## src/rtl/pic_ctrl_core_pkg.sv

```systemverilog
// Shared types and constants for the 8259-style interrupt control core:
// init/ack state encodings, write-type decode and OCW2 command codes.
package pic_ctrl_core_pkg;

   typedef enum logic [2:0] {
      S_UNINIT,
      S_W_ICW2,
      S_W_ICW3,
      S_W_ICW4,
      S_READY
   } init_state_t;

   typedef enum logic [1:0] {
      A_IDLE,
      A_P1,
      A_WAIT,
      A_P2
   } ack_state_t;

   typedef enum logic [2:0] {
      WT_NONE,
      WT_ICW1,
      WT_ICW2,
      WT_ICW3,
      WT_ICW4,
      WT_OCW1,
      WT_OCW2,
      WT_OCW3
   } wr_type_t;

   // OCW2 {R, SL, EOI} command field
   localparam logic [2:0] OCW2_ROT_AEOI_CLR = 3'b000;
   localparam logic [2:0] OCW2_NS_EOI       = 3'b001;
   localparam logic [2:0] OCW2_NOP          = 3'b010;
   localparam logic [2:0] OCW2_SP_EOI       = 3'b011;
   localparam logic [2:0] OCW2_ROT_AEOI_SET = 3'b100;
   localparam logic [2:0] OCW2_ROT_NS_EOI   = 3'b101;
   localparam logic [2:0] OCW2_SET_PRIO     = 3'b110;
   localparam logic [2:0] OCW2_ROT_SP_EOI   = 3'b111;

   function automatic int id_width(input int n);
      return (n <= 2) ? 1 : $clog2(n);
   endfunction

   // ICW1 is accepted in any state; OCWs only once initialisation is complete.
   function automatic wr_type_t decode_wr(input init_state_t st, input logic a0,
                                          input logic [7:0] din);
      wr_type_t wt;
      wt = WT_NONE;
      if (!a0) begin
         if (din[4])
            wt = WT_ICW1;
         else if (st == S_READY)
            wt = din[3] ? WT_OCW3 : WT_OCW2;
      end else begin
         case (st)
            S_W_ICW2: wt = WT_ICW2;
            S_W_ICW3: wt = WT_ICW3;
            S_W_ICW4: wt = WT_ICW4;
            S_READY:  wt = WT_OCW1;
            default:  wt = WT_NONE;
         endcase
      end
      return wt;
   endfunction

endpackage

```

## src/rtl/pic_ctrl_core_if.sv

```systemverilog
// Bus, request and acknowledge signals between the host-side logic and the
// interrupt control core.
interface pic_ctrl_core_if #(
   parameter int NUM_IRQ = 8,
   parameter int VEC_W   = 8
);
   logic               wr_stb;
   logic               a0;
   logic [7:0]         din;
   logic [NUM_IRQ-1:0] irq;
   logic               inta_n;
   logic               int_out;
   logic [VEC_W-1:0]   vec_out;
   logic               vec_oe;
   logic [7:0]         rd_data;
   logic [7:0]         icw3;
   logic               init_ok;

   modport master (
      output wr_stb, a0, din, irq, inta_n,
      input  int_out, vec_out, vec_oe, rd_data, icw3, init_ok
   );

   modport slave (
      input  wr_stb, a0, din, irq, inta_n,
      output int_out, vec_out, vec_oe, rd_data, icw3, init_ok
   );
endinterface

```

## src/rtl/pic_prio_resolver.sv

```systemverilog
// Rotating priority resolver: rotates the request vector so the highest
// priority line sits at bit 0, finds the first set bit, then maps it back.
module pic_prio_resolver #(
   parameter int NUM_IRQ = 8,
   parameter int ID_W    = 3
) (
   input  logic [NUM_IRQ-1:0] req,
   input  logic [ID_W-1:0]    lowest,
   output logic               valid,
   output logic [ID_W-1:0]    id,
   output logic [ID_W-1:0]    rank
);

   logic [NUM_IRQ-1:0] rot;

   // NUM_IRQ is a power of two, so ID_W-bit wraparound is the ring modulo.
   generate
      for (genvar gi = 0; gi < NUM_IRQ; gi++) begin : g_rot
         logic [ID_W-1:0] src;
         assign src     = lowest + ID_W'(gi + 1);
         assign rot[gi] = req[src];
      end
   endgenerate

   always_comb begin
      valid = 1'b0;
      rank  = '0;
      for (int i = NUM_IRQ - 1; i >= 0; i--) begin
         if (rot[i]) begin
            valid = 1'b1;
            rank  = ID_W'(i);
         end
      end
   end

   assign id = rank + lowest + ID_W'(1);

endmodule

```

## src/rtl/pic_ctrl_core.sv

```systemverilog
// 8259-style interrupt control core: ICW/OCW decode, IRR/ISR/IMR, rotating
// fully-nested priority and the two-pulse INTA acknowledge sequence.
module pic_ctrl_core
   import pic_ctrl_core_pkg::*;
#(
   parameter int NUM_IRQ = 8,
   parameter int VEC_W   = 8
) (
   input logic            clk,
   input logic            rst,
   pic_ctrl_core_if.slave bus
);

   localparam int ID_W   = id_width(NUM_IRQ);
   localparam int BASE_W = VEC_W - ID_W;

   init_state_t        init_reg, init_next;
   ack_state_t         ack_reg, ack_next;
   logic [NUM_IRQ-1:0] imr_reg, imr_next;
   logic [NUM_IRQ-1:0] irr_reg, irr_next;
   logic [NUM_IRQ-1:0] isr_reg, isr_next;
   logic [NUM_IRQ-1:0] irq_prev_reg, irq_prev_next;
   logic [ID_W-1:0]    lowest_reg, lowest_next;
   logic [ID_W-1:0]    ack_id_reg, ack_id_next;
   logic [BASE_W-1:0]  base_reg, base_next;
   logic [7:0]         icw3_reg, icw3_next;
   logic [VEC_W-1:0]   vec_out_reg, vec_out_next;
   logic               ltim_reg, ltim_next;
   logic               sngl_reg, sngl_next;
   logic               ic4_reg, ic4_next;
   logic               aeoi_reg, aeoi_next;
   logic               rot_aeoi_reg, rot_aeoi_next;
   logic               ris_reg, ris_next;
   logic               spur_reg, spur_next;
   logic               inta_prev_reg, inta_prev_next;
   logic               int_out_reg, int_out_next;
   logic               vec_oe_reg, vec_oe_next;

   logic               cand_valid, isr_valid;
   logic [ID_W-1:0]    cand_id, cand_rank, isr_id, isr_rank;
   logic               outranks;
   wr_type_t           wt;
   logic               inta_fall, inta_rise;
   logic [2:0]         l_full;
   logic               l_ok;
   logic [ID_W-1:0]    l_id;
   logic [NUM_IRQ-1:0] isr_set, isr_clr, irr_clr;

   pic_prio_resolver #(.NUM_IRQ(NUM_IRQ), .ID_W(ID_W)) u_req_res (
      .req(irr_reg & ~imr_reg), .lowest(lowest_reg),
      .valid(cand_valid), .id(cand_id), .rank(cand_rank)
   );

   pic_prio_resolver #(.NUM_IRQ(NUM_IRQ), .ID_W(ID_W)) u_isr_res (
      .req(isr_reg), .lowest(lowest_reg),
      .valid(isr_valid), .id(isr_id), .rank(isr_rank)
   );

   assign outranks  = cand_valid && (!isr_valid || (cand_rank < isr_rank));
   assign wt        = bus.wr_stb ? decode_wr(init_reg, bus.a0, bus.din) : WT_NONE;
   assign inta_fall = inta_prev_reg & ~bus.inta_n;
   assign inta_rise = ~inta_prev_reg & bus.inta_n;
   assign l_full    = bus.din[2:0];
   assign l_ok      = ((l_full >> ID_W) == 3'd0);
   assign l_id      = bus.din[ID_W-1:0];

   always_comb begin
      init_next      = init_reg;
      ack_next       = ack_reg;
      imr_next       = imr_reg;
      lowest_next    = lowest_reg;
      ack_id_next    = ack_id_reg;
      base_next      = base_reg;
      icw3_next      = icw3_reg;
      vec_out_next   = vec_out_reg;
      ltim_next      = ltim_reg;
      sngl_next      = sngl_reg;
      ic4_next       = ic4_reg;
      aeoi_next      = aeoi_reg;
      rot_aeoi_next  = rot_aeoi_reg;
      ris_next       = ris_reg;
      spur_next      = spur_reg;
      vec_oe_next    = vec_oe_reg;
      irq_prev_next  = bus.irq;
      inta_prev_next = bus.inta_n;
      isr_set        = '0;
      isr_clr        = '0;
      irr_clr        = '0;

      case (ack_reg)
         A_IDLE: begin
            if (inta_fall && init_reg == S_READY) begin
               ack_next = A_P1;
               if (cand_valid) begin
                  ack_id_next      = cand_id;
                  spur_next        = 1'b0;
                  isr_set[cand_id] = 1'b1;
                  irr_clr[cand_id] = 1'b1;
               end else begin
                  ack_id_next = ID_W'(NUM_IRQ - 1);
                  spur_next   = 1'b1;
               end
            end
         end
         A_P1: if (inta_rise) ack_next = A_WAIT;
         A_WAIT: begin
            if (inta_fall) begin
               ack_next     = A_P2;
               vec_out_next = {base_reg, ack_id_reg};
               vec_oe_next  = 1'b1;
            end
         end
         A_P2: begin
            if (inta_rise) begin
               ack_next    = A_IDLE;
               vec_oe_next = 1'b0;
               if (aeoi_reg && !spur_reg) begin
                  isr_clr[ack_id_reg] = 1'b1;
                  if (rot_aeoi_reg)
                     lowest_next = ack_id_reg;
               end
            end
         end
         default: ack_next = A_IDLE;
      endcase

      case (wt)
         WT_OCW1: imr_next = bus.din[NUM_IRQ-1:0];
         WT_OCW2: begin
            // Non-specific EOI works on the ISR as it stood before this cycle.
            case (bus.din[7:5])
               OCW2_NS_EOI: if (isr_valid) isr_clr[isr_id] = 1'b1;
               OCW2_SP_EOI: if (l_ok) isr_clr[l_id] = 1'b1;
               OCW2_ROT_NS_EOI: begin
                  if (isr_valid) begin
                     isr_clr[isr_id] = 1'b1;
                     lowest_next     = isr_id;
                  end
               end
               OCW2_ROT_SP_EOI: begin
                  if (l_ok) begin
                     isr_clr[l_id] = 1'b1;
                     lowest_next   = l_id;
                  end
               end
               OCW2_SET_PRIO:     if (l_ok) lowest_next = l_id;
               OCW2_ROT_AEOI_SET: rot_aeoi_next = 1'b1;
               OCW2_ROT_AEOI_CLR: rot_aeoi_next = 1'b0;
               default: ;
            endcase
         end
         WT_OCW3: if (bus.din[1]) ris_next = bus.din[0];
         WT_ICW2: begin
            base_next = BASE_W'(bus.din[7:ID_W]);
            init_next = !sngl_reg ? S_W_ICW3 : (ic4_reg ? S_W_ICW4 : S_READY);
         end
         WT_ICW3: begin
            icw3_next = bus.din;
            init_next = ic4_reg ? S_W_ICW4 : S_READY;
         end
         WT_ICW4: begin
            aeoi_next = bus.din[1];
            init_next = S_READY;
         end
         default: ;
      endcase

      // Edge mode: a fresh rising edge beats an acknowledge clear of the same bit.
      if (ltim_reg)
         irr_next = bus.irq;
      else
         irr_next = (irr_reg & ~irr_clr) | (bus.irq & ~irq_prev_reg);
      isr_next = (isr_reg & ~isr_clr) | isr_set;

      if (wt == WT_ICW1) begin
         init_next   = S_W_ICW2;
         ack_next    = A_IDLE;
         vec_oe_next = 1'b0;
         imr_next    = '0;
         isr_next    = '0;
         irr_next    = '0;
         lowest_next = ID_W'(NUM_IRQ - 1);
         aeoi_next   = 1'b0;
         ris_next    = 1'b0;
         ltim_next   = bus.din[3];
         sngl_next   = bus.din[1];
         ic4_next    = bus.din[0];
      end

      int_out_next = (init_next == S_READY) && (ack_next == A_IDLE) && outranks;
   end

   always_ff @(posedge clk or posedge rst) begin
      if (rst) begin
         init_reg      <= S_UNINIT;
         ack_reg       <= A_IDLE;
         imr_reg       <= '1;
         irr_reg       <= '0;
         isr_reg       <= '0;
         irq_prev_reg  <= '0;
         lowest_reg    <= ID_W'(NUM_IRQ - 1);
         ack_id_reg    <= '0;
         base_reg      <= '0;
         icw3_reg      <= '0;
         vec_out_reg   <= '0;
         ltim_reg      <= 1'b0;
         sngl_reg      <= 1'b0;
         ic4_reg       <= 1'b0;
         aeoi_reg      <= 1'b0;
         rot_aeoi_reg  <= 1'b0;
         ris_reg       <= 1'b0;
         spur_reg      <= 1'b0;
         inta_prev_reg <= 1'b1;
         int_out_reg   <= 1'b0;
         vec_oe_reg    <= 1'b0;
      end else begin
         init_reg      <= init_next;
         ack_reg       <= ack_next;
         imr_reg       <= imr_next;
         irr_reg       <= irr_next;
         isr_reg       <= isr_next;
         irq_prev_reg  <= irq_prev_next;
         lowest_reg    <= lowest_next;
         ack_id_reg    <= ack_id_next;
         base_reg      <= base_next;
         icw3_reg      <= icw3_next;
         vec_out_reg   <= vec_out_next;
         ltim_reg      <= ltim_next;
         sngl_reg      <= sngl_next;
         ic4_reg       <= ic4_next;
         aeoi_reg      <= aeoi_next;
         rot_aeoi_reg  <= rot_aeoi_next;
         ris_reg       <= ris_next;
         spur_reg      <= spur_next;
         inta_prev_reg <= inta_prev_next;
         int_out_reg   <= int_out_next;
         vec_oe_reg    <= vec_oe_next;
      end
   end

   assign bus.int_out = int_out_reg;
   assign bus.vec_out = vec_out_reg;
   assign bus.vec_oe  = vec_oe_reg;
   assign bus.icw3    = icw3_reg;
   assign bus.init_ok = (init_reg == S_READY);
   assign bus.rd_data = bus.a0 ? 8'(imr_reg) : (ris_reg ? 8'(isr_reg) : 8'(irr_reg));

endmodule

```

## src/flat_wrapper.sv

```systemverilog
// flat-port wrapper written by rule: the top's interface ports become plain ports
module pic_ctrl_core_flat import pic_ctrl_core_pkg::*;
#(
   parameter int NUM_IRQ = 8,
   parameter int VEC_W   = 8
)
  (clk, rst, bus_wr_stb, bus_a0, bus_din, bus_irq, bus_inta_n, bus_int_out, bus_vec_out, bus_vec_oe, bus_rd_data, bus_icw3, bus_init_ok);
  pic_ctrl_core_if #(.NUM_IRQ(NUM_IRQ), .VEC_W(VEC_W)) bus_i ();
  input logic clk;
  input logic rst;
  input wire logic [$bits(bus_i.wr_stb)-1:0] bus_wr_stb;
  input wire logic [$bits(bus_i.a0)-1:0] bus_a0;
  input wire logic [$bits(bus_i.din)-1:0] bus_din;
  input wire logic [$bits(bus_i.irq)-1:0] bus_irq;
  input wire logic [$bits(bus_i.inta_n)-1:0] bus_inta_n;
  output wire logic [$bits(bus_i.int_out)-1:0] bus_int_out;
  output wire logic [$bits(bus_i.vec_out)-1:0] bus_vec_out;
  output wire logic [$bits(bus_i.vec_oe)-1:0] bus_vec_oe;
  output wire logic [$bits(bus_i.rd_data)-1:0] bus_rd_data;
  output wire logic [$bits(bus_i.icw3)-1:0] bus_icw3;
  output wire logic [$bits(bus_i.init_ok)-1:0] bus_init_ok;
  assign bus_i.wr_stb = bus_wr_stb;
  assign bus_i.a0 = bus_a0;
  assign bus_i.din = bus_din;
  assign bus_i.irq = bus_irq;
  assign bus_i.inta_n = bus_inta_n;
  assign bus_int_out = bus_i.int_out;
  assign bus_vec_out = bus_i.vec_out;
  assign bus_vec_oe = bus_i.vec_oe;
  assign bus_rd_data = bus_i.rd_data;
  assign bus_icw3 = bus_i.icw3;
  assign bus_init_ok = bus_i.init_ok;
  pic_ctrl_core #(.NUM_IRQ(NUM_IRQ), .VEC_W(VEC_W)) u_core (.clk(clk), .rst(rst), .bus(bus_i));
endmodule
```

## config.mk

```make
export PLATFORM = sky130hd
export DESIGN_NAME = pic_ctrl_core_flat
export DESIGN_NICKNAME = d
export VERILOG_FILES = /design/src/rtl/pic_ctrl_core_pkg.sv /design/src/rtl/pic_ctrl_core_if.sv /design/src/rtl/pic_prio_resolver.sv /design/src/rtl/pic_ctrl_core.sv /design/src/flat_wrapper.sv
export SDC_FILE = /design/constraint.sdc
export NUM_CORES = 1
export LEC_CHECK = 0
export BUFFER_PORTS_ARGS = -buffer_cell sky130_fd_sc_hd__buf_2
export CAP_MARGIN = 20
export CORE_UTILIZATION = 57
export CTS_CLUSTER_SIZE = 12
export DETAILED_ROUTE_END_ITERATION = 6
export PLACE_DENSITY = 0.85
export SYNTH_ARGS = -nofsm -noshare
export SYNTH_HDL_FRONTEND = slang
export SYNTH_HIERARCHICAL = 1
export SYNTH_SLANG_ARGS = --single-unit
```

## constraint.sdc

```tcl
create_clock -name clk -period 6 [get_ports clk]
set_input_delay 0.9 -clock clk [delete_from_list [all_inputs] [get_ports clk]]
set_output_delay 0.9 -clock clk [all_outputs]
set_load 0.005 [all_outputs]
```

## Word-level counts from Yosys, hierarchy flattened

Index checks and enable logic that the tools add are counted.

- Bits in registers: 74

- Add/subtract/negate cells: 11
- $lt $le $gt $ge: 17
- Equal/unequal tests: 23
- Mux-type cells: 124
- Bitwise logic cells: 16
- Reduce and logical (&&, ||, !) cells: 29

Operator list:

| kind | number |
|---|---|
| 8-bit 2-to-1 mux | 15 |
| 3-bit 2-to-1 mux | 31 |
| 1-bit binary-select mux with 3-bit select | 16 |
| 3-bit by 4-bit < comparator with 1-bit output, second input constant | 12 |
| 1-bit 2-to-1 mux | 46 |
| 8-bit AND | 4 |
| 8-bit inverter | 4 |
| 8-bit bitwise OR | 4 |
| 3-bit == test, second input constant | 10 |
| 8-bit case mux with 2 select lines | 1 |
| 3-bit by 2-bit == test with 1-bit output, second input constant | 5 |
| 3-bit adder, second input constant | 4 |
| 1-bit demux with 3-bit select | 4 |
| 3-bit by 1-bit greater-or-equal comparator with 1-bit output, second input constant | 4 |
| 3-bit case mux with 4 select lines | 1 |
| 2-bit 2-to-1 mux | 5 |
| 2-bit nonzero test | 5 |
| 3-bit by 1-bit adder with 3-bit output, second input constant | 3 |
| 3-bit by 1-bit == test with 1-bit output, second input constant | 3 |
| 1-bit logical AND | 9 |
| 3-bit case mux with 3 select lines | 1 |
| 2-bit case mux with 4 select lines | 1 |
| 2-bit AND reduction | 4 |
| 3-bit by 2-bit adder with 3-bit output, second input constant | 2 |
| 16 further kinds | 26 |

## Longest topological paths before layout

- Depth in word-level cells: 26
- Gate-level depth with buffers: 18
- Gate-level depth less buffers: 17

## Modules after synthesis

Netlist, hierarchy kept.

By module, submodules not included:

| module | instances | cells an instance | area each (µm²) | seq. area each (µm²) |
|---|---|---|---|---|
| pic_ctrl_core | 1 | 394 | 3,895.0 | 1,866.8 |
| pic_prio_resolver (u_core.u_isr_res) | 1 | 67 | 661.9 | 0.0 |
| pic_prio_resolver (u_core.u_req_res) | 1 | 58 | 601.8 | 0.0 |

## Worst setup path before layout

No wires, ideal clock.

- Path type: reg-to-reg
- Start point: register u_core.lowest_reg[1]
- End point: register u_core.irr_reg[6]
- Library setup time: 0.136 ns
- Arrival: 4.068 ns
- Slack: 1.796 ns
- Cell stages (with the launch flop): 16
- Buffers on the path: 1
- Period minus slack after synthesis: 4.204 ns
- Path through: dfstp_2 -> buf_2 -> inv_1 -> ha_1 -> mux4_2 -> nor2b_1 -> a211o_1 -> nor3b_1 -> o22a_1 -> nor2_1 -> fa_1 -> xnor2_1 -> inv_1 -> or4_1 -> nand3b_1 -> a21oi_1

- Longest elaborated chain between the ends: 24

RTL lines:

| item | line | source |
|---|---|---|
| start: declaration | pic_ctrl_core.sv:23 | `logic [ID_W-1:0] lowest_reg, lowest_next;` |
| start signal: assignment | pic_ctrl_core.sv:201 | `lowest_reg <= ID_W'(NUM_IRQ - 1);` |
| start signal: assignment | pic_ctrl_core.sv:223 | `lowest_reg <= lowest_next;` |
| 3-bit adder / 1-bit binary-select mux with 3-bit select (equally long branches) | pic_prio_resolver.sv:20, pic_prio_resolver.sv:21 |  |
| 1-bit binary-select mux with 3-bit select / 1-bit 2-to-1 mux (equally long branches) | pic_prio_resolver.sv:21 | `assign rot[gi] = req[src];` |
| 1-bit 2-to-1 mux (not written as such) / 3-bit 2-to-1 mux (equally long branches) | pic_prio_resolver.sv:21, pic_prio_resolver.sv:29 |  |
| 3-bit 2-to-1 mux (6 in a row) | pic_prio_resolver.sv:29 | `if (rot[i]) begin` |
| 3-bit 2-to-1 mux * | pic_prio_resolver.sv:29 |  |
| net u_core.cand_rank[1] | pic_ctrl_core.sv:40 | `logic [ID_W-1:0] cand_id, cand_rank, isr_id, isr_rank;` |
| 3-bit adder * | pic_prio_resolver.sv:36 | `assign id = rank + lowest + ID_W'(1);` |
| 3-bit by 1-bit adder with 3-bit output * | pic_prio_resolver.sv:36 |  |
| net u_core.cand_id[2] | pic_ctrl_core.sv:40 |  |
| [5 not listed] | n/a |  |
| 8-bit 2-to-1 mux * | pic_ctrl_core.sv:92 | `if (inta_fall && init_reg == S_READY) begin` |
| 8-bit 2-to-1 mux * | pic_ctrl_core.sv:90 | `case (ack_reg)` |
| 8-bit inverter * | pic_ctrl_core.sv:172 | `irr_next = (irr_reg & ~irr_clr) \| (bus.irq & ~irq_prev_reg);` |
| 8-bit AND * | pic_ctrl_core.sv:172 |  |
| 8-bit bitwise OR * | pic_ctrl_core.sv:172 |  |
| 8-bit 2-to-1 mux * | pic_ctrl_core.sv:169 | `if (ltim_reg)` |
| 8-bit 2-to-1 mux * | pic_ctrl_core.sv:175 | `if (wt == WT_ICW1) begin` |
| net u_core.irr_next[6] | pic_ctrl_core.sv:20 | `logic [NUM_IRQ-1:0] irr_reg, irr_next;` |
| end signal: assignment | pic_ctrl_core.sv:220 | `irr_reg <= irr_next;` |
| end: declaration | pic_ctrl_core.sv:20 |  |

The timed path passes the listed nets; every way through them passes the cells marked *. The select of a mux whose other input is x is not followed.
A chain may end at the register's enable or synchronous reset.

## Worst setup path in the final report

- Start point: register u_core.lowest_reg[0]
- End point: register u_core.irr_reg[6]

Same word-level chain as after synthesis.

==> out/qor.txt <==
status: finished clean
worst setup path class: flip-flop to flip-flop
Post-CTS Resized: 0
most used routing layer: met2
Critical Path Sink Type: flip-flop
die area: 9435 um2
top-area cell type share of the netlist area: 0.3008
share of cells above drive strength 1: 0.2459
vias: 4,359
Routed WL: 12,800 um
Crit path top cell by count: inv_1
Cell variety after synth: 76
synthesized area per cell: 9.940 um2
hold_buf cts: 0
RSZ-0062 raised after global routing: false
number of buffers created by CTS: 9
Syn Nets: 550
WP buf/inv: 2
Synth area leaders: dfrtp_1 30%, mux4_2 7.0%, dfstp_2 6.1%
via/cell ratio: 6.595
nature of the critical path startpoint: flip-flop
Worst Tran Pin Value: 1.085 ns
final worst slack: 1.226 ns
CP cell instances: inv_1, ha_1, mux4_2, nor2b_1, a211o_1, nor3b_1, o22a_1, nor2_1, fa_1, xnor2_1, inv_1, or4_1, nand3b_1, a21oi_1
Top Ports: 48
fmax: 209.5 MHz
Hold Crit Class: flip-flop to flip-flop
CP max-delay cell: dfstp_2
final net count: 579
Antenna Cells: 0
CTS H-tree lvls: 3
initial antenna violation count: 0
First-pass DRT Iterations: 5
slowest cell delay on critical path: 0.86 ns
RePlAce Congestion: 0.9884
met1 usage: 0.3854
setup bufs post-CTS: 0
fill count: 696
Area growth syn-to-layout: 7.446%
Yosys top cell by area: dfrtp_1
row count: 34
M2 GR Usage: 0.4426
synthesized flop and latch total: 74
number of synthesized flops with an enable pin: 0
clk slew on worst S/H paths: 0.08 ns
Setup violations, final: 0
Syn Inst Count: 519
required time worst endpoint: 6.18 ns
CP max FO: 21
per-cell routed wire length: 19.36 um
Worst EP arrival: 4.95 ns
Skew-Pair Late Insertion Delay: 0.35 ns
root buffer cell: clkbuf_8
Final Hold Viols: 0
Residual DRC: 0
maximum clock path buffer count: 2
HPWL after DPL: 9302 um
Synth Flop Type: dfrtp_1
met3 usage: 0.03597
MaxCap Viol Count: 0
chip height: 97.14 um
first-pass GRT wire length: 20,850 um
slew margin rel.: 0.2768
Sink Count: 74
Post-synth ARST share: 1.000
Final Cycle Share: 0.7957
flop2flop setup slack: 1.23 ns
Ys Warns: 6
vias in the first global route: 4,106
core area: 8721 um2
top cell family by delay on the critical path: simple AND/OR/NAND/NOR gates
DIE WIDTH: 97.14 um
IO buf count: 47
pwr dens: 477.9 nW/um2
Seq/Total Area, Yosys: 0.3619
number of DRC markers in iteration 0: 503
antenna-violating nets left: 0
commonest non-fill, non-tap cells in the layout: 62 x dfrtp_1, 47 x buf_2, 37 x inv_1
setup TNS: 0 ns
GR Overflow Total: 0
Worst Skew: 0.01024 ns
global router's overall resource usage: 0.2787
CTS tree: done
Lkg Pwr: 2.370 nW
Slew Limit Fails: 0
Post-Place Setup Slack: 1.308 ns
Peak VDD IR: 0.2943 mV
synthesized cell area: 5159 um2
commonest non-fill, non-tap cell in the layout: dfrtp_1
pin count of the biggest net entering global routing: 75
post-route minimum period: 4.774 ns
Initial Util: 0.5915
[cell families (layout without fill, tap and decap cells)]
family	after synthesis	after routing	share of synthesized area
fa+ha+maj	11	11	0.02911
compound gates	132	132	0.1690
xor+xnor	10	10	0.01698
mux	66	66	0.1838
buf+inv	69	103	0.06039
simple gates	157	157	0.1788
flops	74	74	0.3619
[cells in the mapped netlist, drive strengths merged, types with 9 or more instances]
cell type and n:
a21oi 34, buf 15, dfstp 12, nand2b 10, dfrtp 62, nor2b 21, nor2 23, inv 39
o221ai 11, mux4 19, o21ai 42, nand3 17, nand2 32, clkbuf 15, mux2i 19, nand3b 9
mux2 28
[layout make-up]
class                   instances  area [um2]  area share
clock buffers                  10       127.6     0.02302
inverters                      39       146.4     0.02641
clock inverters                 6       43.79    0.007901
flip-flops and latches         74        1867      0.3368
repair buffers                 48       242.7     0.04379
multi-input cells             376        2980      0.5377
well taps                     108       135.1     0.02438
[worst paths after layout]
path	to	cells after the start	start
max in group asynchronous	u_core/bus.icw3[5]	3	rst
worst min-delay path	u_core/imr_reg[6]	2	u_core/imr_reg[6]
worst max-delay path	u_core/irr_reg[6]	14	u_core/lowest_reg[0]
worst min register to register	u_core/imr_reg[6]	2	u_core/imr_reg[6]
worst max register to register	u_core/irr_reg[6]	14	u_core/lowest_reg[0]
min in group asynchronous	u_core/bus.vec_out[0]	3	rst
[tightest hold or removal path: cells and delay by family (launching register included)]
| kind | cells | cell delay [ns] |
|---|---|---|
| DFF | 1 | 0.39 |
| buffers and inverters | 1 | 0.05 |
| AOI/OAI and AO/OA | 1 | 0.06 |
[per-stage QoR]
stage	total power (W)	hold WS (ns)	instance area [um2]	util	std cells
2_1_floorplan	0.001904	0.4579	5159	-	519
3_3_place_gp	0.002208	0.4835	5371	0.6159	645
3_5_place_dp	0.002274	0.4848	5371	0.6159	645
4_1_cts	0.002622	0.4995	5543	0.6356	661
5_1_grt	0.002817	0.5037	5543	0.6356	661
6_report	0.002649	0.5001	5543	0.6356	661
[power by group]
| part | total [W] | switching [W] | internal, W |
|---|---|---|---|
| clock network | 0.000339 | 0.000189 | 0.000150 |
| registers | 0.000873 | 0.000202 | 0.000670 |
| logic | 0.00144 | 0.000787 | 0.000651 |
| total | 0.00265 | 0.00118 | 0.00147 |
[layer usage]
metal  wire [um]  up-vias
li1            -     1979
met1        5372     2140
met2        6178      218
met3         975       22
met4         268        0
met5           0        -
No activity file was read; power rests on OpenSTA's default activity.
